### config.mk
export PLATFORM = sky130hd
export DESIGN_NAME = deserializer
export DESIGN_NICKNAME = d
export VERILOG_FILES = /design/src/rtl/serdes_pkg.sv /design/src/rtl/sync_fifo.sv /design/src/rtl/deserializer.sv
export SDC_FILE = /design/constraint.sdc
export NUM_CORES = 1
export LEC_CHECK = 0
export CORE_MARGIN = 5
export CORE_UTILIZATION = 56
export DETAILED_ROUTE_END_ITERATION = 7
export PLACE_DENSITY = 0.77
export SETUP_SLACK_MARGIN = 0.1
export SKIP_LAST_GASP = 1
export SLEW_MARGIN = 20
export SYNTH_ARGS = -nofsm -noshare
export SYNTH_HDL_FRONTEND = slang
export SYNTH_SLANG_ARGS = --single-unit
### constraint.sdc
create_clock -name clk_i -period 6.9 [get_ports clk_i]
set_input_delay 0.69 -clock clk_i [delete_from_list [all_inputs] [get_ports clk_i]]
set_output_delay 0.69 -clock clk_i [all_outputs]
set_load 0.02 [all_outputs]
### src/rtl/serdes_pkg.sv
`default_nettype none
// ============================================================================
// Module   : serdes_pkg
// Purpose  : Types and constants shared by the serializer/deserializer pair.
// Revision : 1.0 - initial release
// ============================================================================
package serdes_pkg;

  // Word width used by both ends of the link unless overridden.
  localparam int DEFAULT_DATA_WIDTH = 8;

  // Receive FSM: IDLE = no word in progress, SHIFT = word partially received.
  typedef enum logic [0:0] {
    IDLE  = 1'b0,
    SHIFT = 1'b1
  } state_t;

endpackage : serdes_pkg
`default_nettype wire

### src/rtl/sync_fifo.sv
`default_nettype none
// ============================================================================
// Module   : sync_fifo
// Purpose  : Single-clock FIFO with registered head output. A push into an
//            empty FIFO becomes visible the following cycle. When full, a
//            push is accepted only if a pop happens in the same cycle.
// Revision : 1.0 - initial release
// ============================================================================
module sync_fifo #(
  parameter int WIDTH = 8,
  parameter int DEPTH = 4
) (
  input  logic             clk_i,
  input  logic             rst_i,
  input  logic             wr_en_i,
  input  logic [WIDTH-1:0] wr_data_i,
  input  logic             rd_en_i,
  output logic [WIDTH-1:0] rd_data_o,
  output logic             full_o,
  output logic             empty_o
);

  localparam int             AW     = $clog2(DEPTH);
  localparam logic [AW:0]    C_FULL = (AW + 1)'(DEPTH);

  logic [WIDTH-1:0] r_mem [DEPTH];
  logic [AW-1:0]    r_wptr;
  logic [AW-1:0]    r_rptr;
  logic [AW:0]      r_count;
  logic             w_pop;
  logic             w_push;

  assign empty_o   = (r_count == '0);
  assign full_o    = (r_count == C_FULL);
  assign w_pop     = rd_en_i && !empty_o;
  assign w_push    = wr_en_i && (!full_o || w_pop);
  // Head is forced to zero while empty so stale storage never shows.
  assign rd_data_o = empty_o ? '0 : r_mem[r_rptr];

  // Storage array; contents are don't-care until written, so no reset.
  always_ff @(posedge clk_i) begin
    if (w_push) begin
      r_mem[r_wptr] <= wr_data_i;
    end
  end

  // Pointer and occupancy bookkeeping; pointers wrap since DEPTH is 2^n.
  always_ff @(posedge clk_i) begin
    if (rst_i) begin
      r_wptr  <= '0;
      r_rptr  <= '0;
      r_count <= '0;
    end else begin
      if (w_push) r_wptr <= r_wptr + 1'b1;
      if (w_pop)  r_rptr <= r_rptr + 1'b1;
      case ({w_push, w_pop})
        2'b10:   r_count <= r_count + 1'b1;
        2'b01:   r_count <= r_count - 1'b1;
        default: r_count <= r_count;
      endcase
    end
  end

endmodule : sync_fifo
`default_nettype wire

### src/rtl/deserializer.sv
`default_nettype none
// ============================================================================
// Module   : deserializer
// Purpose  : MSB-first serial-to-parallel converter with start-of-word
//            framing, gap tolerance and a small output FIFO.
// Revision : 1.0 - initial release
// ============================================================================
module deserializer
  import serdes_pkg::*;
#(
  parameter int DATA_WIDTH = DEFAULT_DATA_WIDTH,
  parameter int FIFO_DEPTH = 4
) (
  input  logic                  clk_i,
  input  logic                  rst_i,
  input  logic                  serial_in_i,
  input  logic                  enable_i,
  input  logic                  start_i,
  output logic [DATA_WIDTH-1:0] parallel_out_o,
  output logic                  valid_o,
  input  logic                  ready_i,
  output logic                  overflow_o,
  output logic                  frame_err_o
);

  localparam int            CW     = $clog2(DATA_WIDTH) + 1;
  localparam logic [CW-1:0] C_ONE  = CW'(1);
  localparam logic [CW-1:0] C_LAST = CW'(DATA_WIDTH - 1);

  state_t                r_state;
  logic [DATA_WIDTH-1:0] r_shift;
  logic [CW-1:0]         r_count;
  logic                  r_frame_err;
  logic                  r_overflow;

  logic [DATA_WIDTH-1:0] w_word;
  logic                  w_last;
  logic                  w_push;
  logic                  w_full;
  logic                  w_empty;

  // Word as it would look with the current bit shifted in at the LSB.
  assign w_word = {r_shift[DATA_WIDTH-2:0], serial_in_i};
  assign w_last = (r_count == C_LAST);
  // The completing bit pushes the assembled word directly into the FIFO.
  assign w_push = enable_i && !start_i && (r_state == SHIFT) && w_last;

  assign valid_o     = !w_empty;
  assign overflow_o  = r_overflow;
  assign frame_err_o = r_frame_err;

  // Receive FSM: framing, shifting, bit counting and error/overflow pulses.
  always_ff @(posedge clk_i) begin
    if (rst_i) begin
      r_state     <= IDLE;
      r_shift     <= '0;
      r_count     <= '0;
      r_frame_err <= 1'b0;
      r_overflow  <= 1'b0;
    end else begin
      r_frame_err <= 1'b0;
      // The FIFO drops the push only when full with no pop this cycle.
      r_overflow  <= w_push && w_full && !ready_i;
      if (enable_i) begin
        if (start_i) begin
          // A start while a word is in progress abandons the partial word.
          r_frame_err <= (r_state == SHIFT);
          r_shift     <= {{(DATA_WIDTH-1){1'b0}}, serial_in_i};
          r_count     <= C_ONE;
          r_state     <= SHIFT;
        end else begin
          case (r_state)
            IDLE: begin
              r_frame_err <= 1'b1;
            end
            SHIFT: begin
              if (w_last) begin
                r_shift <= '0;
                r_count <= '0;
                r_state <= IDLE;
              end else begin
                r_shift <= w_word;
                r_count <= r_count + C_ONE;
              end
            end
            default: r_state <= IDLE;
          endcase
        end
      end
    end
  end

  sync_fifo #(
    .WIDTH (DATA_WIDTH),
    .DEPTH (FIFO_DEPTH)
  ) u_fifo (
    .clk_i     (clk_i),
    .rst_i     (rst_i),
    .wr_en_i   (w_push),
    .wr_data_i (w_word),
    .rd_en_i   (ready_i),
    .rd_data_o (parallel_out_o),
    .full_o    (w_full),
    .empty_o   (w_empty)
  );

endmodule : deserializer
`default_nettype wire

==> out/qor.yml <==
drt:
  drc: 0
  wl_per_cell_um: 15.94
  wl_met1_mm: 1.732
  dr_wl_met3_um: 157
  first_pass_iters: 4
  ant_nets: 0
  viasPerCell: 5.795
  routed_wl_mm: 3.970
  top_layer: "met4"
  drt-initial-drc-count: 86
  wl_met2_mm: 2.061
  vias: 1443
placement:
  port_buffers: 16
  hpwlAfterDp_mm: 2.834
  gp_congestion: 0.8260
floorplanning:
  initial_utilization: 0.5874
  core_area_um2: 4058
  die-area_um2: 5661
  dieHeight_um: 75.24
  fp.dieW_um: 75.24
  io_pins: 17
  num_rows: 23
layout:
  syn_to_final_growth_pct: 11.13
  drive_above_1_share: 0.08543
  n_fill_cell: 298
  final_common_cell: "edfxtp_1"
  fin_nets: 211
  multi_input_area_um2: 885.9
  final_cell_mix: "edfxtp_1, dfxtp_1, nor2_1, clkdlybuf4s50_1, and2_1"
  register_area_um2: 1421
  antenna_cells: 0
power_and_ir_drop:
  peakVddDrop_uv: 102.4
  clkPwrFrac: 0.240
  p_leak_nw: 0.8754
  p_int_w: 0.0005059
  cellPowerDensity_nw_per_um2: 265.1
  netSwitchingFraction: 0.2797
  seqPwrFrac: 0.531
  pwr-share-comb: 0.229
  p_sw_w: 0.0001964
clock_network:
  cts_hold_buffers: 0
  cts_tree: "done"
  post-cts-setup-buffer-count: 0
  cts_root_buffer: "clkbuf_8"
  clk_latency_ps: 290
  cts_buffer_depth: 2
  cts.sinks: 55
  h-tree-depth: 2
  cts_buffers: 5
  clk_pin_slew_ps: 100
  ctsResizeCount: 0
timing:
  rsz0062_at_grt: "false"
  tns_ps: 0
  finalSetupViolCount: 0
  hold_violations: 0
  fin_crit_ps: 2985
  skew_ps: 8.978
  worst_hold_slack_ps: 524.4
  final.period_utilization: 0.4327
  max-slew-margin-rel: 0.4087
  tightest_slew_ps: 884.1
  fmax_ghz: 0.3350
  maxSlewViolCount: 0
synth:
  seq_area_frac_synth: 0.5963
  synth_edf_count: 32
  ys.flop_type: "edfxtp_1"
  ys.warnings.count: 0
  synth_area_leader_cell: "edfxtp_1"
  ys_seq_elements: 55
  async_flop_share: 0
  synth_area_um2: 2384
  synthCells: 185
  synthTopCellsByArea: "edfxtp_1, dfxtp_1, mux4_2, and2_1, ha_1"
  syn_nets: 198
  synth_cell_types: 49
  synth_top_area_frac: 0.4031
  avgSynthCellArea_um2: 12.88
setup_path:
  required_ps: 7100
  crit_end: "u_fifo.r_count[1]"
  rr_worst_depth: 9
  r2r_slack_ps: 4180
  path_max_fanout: 10
  cp_data_arrival_time_ps: 3190
  cp-startpoint: "start_i"
  worstReg2RegEnd: "u_fifo.r_count[1]"
  crit_type: "input pin to flip-flop"
  start_kind: "input pin"
  r2r_start: "r_count[0]"
  endpoint_kind: "flip-flop"
grt:
  grt_pass1_wl_mm: 6.900
  grt_max_degree: 26
  gr-total-overflow: 0
  antenna_found_initial: 0
  track_usage: 0.1608
  grt_pass1_vias: 1463
outcome:
  status: "completed"
hold_path:
  hold_class: "flip-flop to flip-flop"
run:
  max_cap_violations: 0
area by class of cell:
| cell class | count | share of cell area |
|---|---|---|
| multi-input cells | 112 | 0.3344 |
| inverters | 8 | 0.01134 |
| clock inverters | 3 | 0.007558 |
| flip-flops and latches | 55 | 0.5366 |
| clock buffers | 5 | 0.02598 |
| repair buffers | 16 | 0.06046 |
| well taps | 50 | 0.02362 |
worst max-delay path, cell delays in order:
cell and delay (ps):
clkdlybuf4s50_1 600, nand3b_4 240, or2_1 290, nand3_1 140
fa_1 500, nor2_1 70, o21a_1 170, o31a_1 270
o211a_1 210
state kept, by name, summed over array words and instances, names as in the netlist, named ones only:
register and flops:
u_fifo.r_rptr 2, frame_err_o 1, u_fifo.r_wptr 2, u_fifo.r_count 3
r_count 4, r_shift 7, u_fifo.r_mem 32, overflow_o 1
r_state 1
cells in the mapped netlist, drive strengths merged, types with 4 or more instances:
cell type,number
inv,8
mux4,8
ha,6
clkbuf,7
nand2,5
nand3,4
and2,13
nor3,6
edfxtp,32
dfxtp,23
a22oi,7
nor2,19
o21ai,4
through the flow:
| step | cells | total power, W | setup slack [ps] | utilization | area (µm²) |
|---|---|---|---|---|---|
| 6_report | 249 | 0.0007023 | 3915 | 0.6528 | 2649 |
| 5_1_grt | 249 | 0.0007438 | 3738 | 0.6528 | 2649 |
| 4_1_cts | 249 | 0.0007119 | 3909 | 0.6528 | 2649 |
| 3_5_place_dp | 241 | 0.0005438 | 3603 | 0.6309 | 2560 |
| 3_3_place_gp | 241 | 0.0005365 | 3704 | 0.6309 | 2560 |
| 2_1_floorplan | 185 | 0.0004846 | 4401 | - | 2384 |
metal layers:
metal | vias up | global-route usage
met4 | 0 | 0.04272
met1 | 706 | 0.2042
met3 | 2 | 0.03071
met5 | - | 0
li1 | 707 | -
met2 | 28 | 0.2824
how the worst min path moves through the flow:
stage	from	end	slack, ps	depth (start not counted)
floorplan	r_count[3]	r_count[3]	460	1
global placement	r_count[3]	r_count[3]	480	1
detailed placement	r_count[3]	r_count[3]	500	1
CTS	r_count[3]	r_count[3]	520	1
global route	r_count[3]	r_count[3]	530	1
finish	r_shift[0]	r_shift[0]	520	2
power groups by stage:
stage          Clock (W)  Sequential [W]  Combinational, W
6_report        0.000169        0.000373          0.000161
5_1_grt         0.000190        0.000377          0.000177
4_1_cts         0.000175        0.000374          0.000163
3_5_place_dp           0        0.000381          0.000163
3_3_place_gp           0        0.000380          0.000156
2_1_floorplan          0        0.000369          0.000115
cells by family after synthesis:
family / Yosys count / synth area share
buffers and inverters: 18 / 0.03202
adders and majority gates: 7 / 0.03989
xor gates and xnor gates: 3 / 0.01103
and+or+nand+nor: 64 / 0.1501
DFF: 55 / 0.5963
muxes: 9 / 0.07979
AOI/OAI and AO/OA: 29 / 0.09082
No activity file was read; power rests on OpenSTA's default activity.
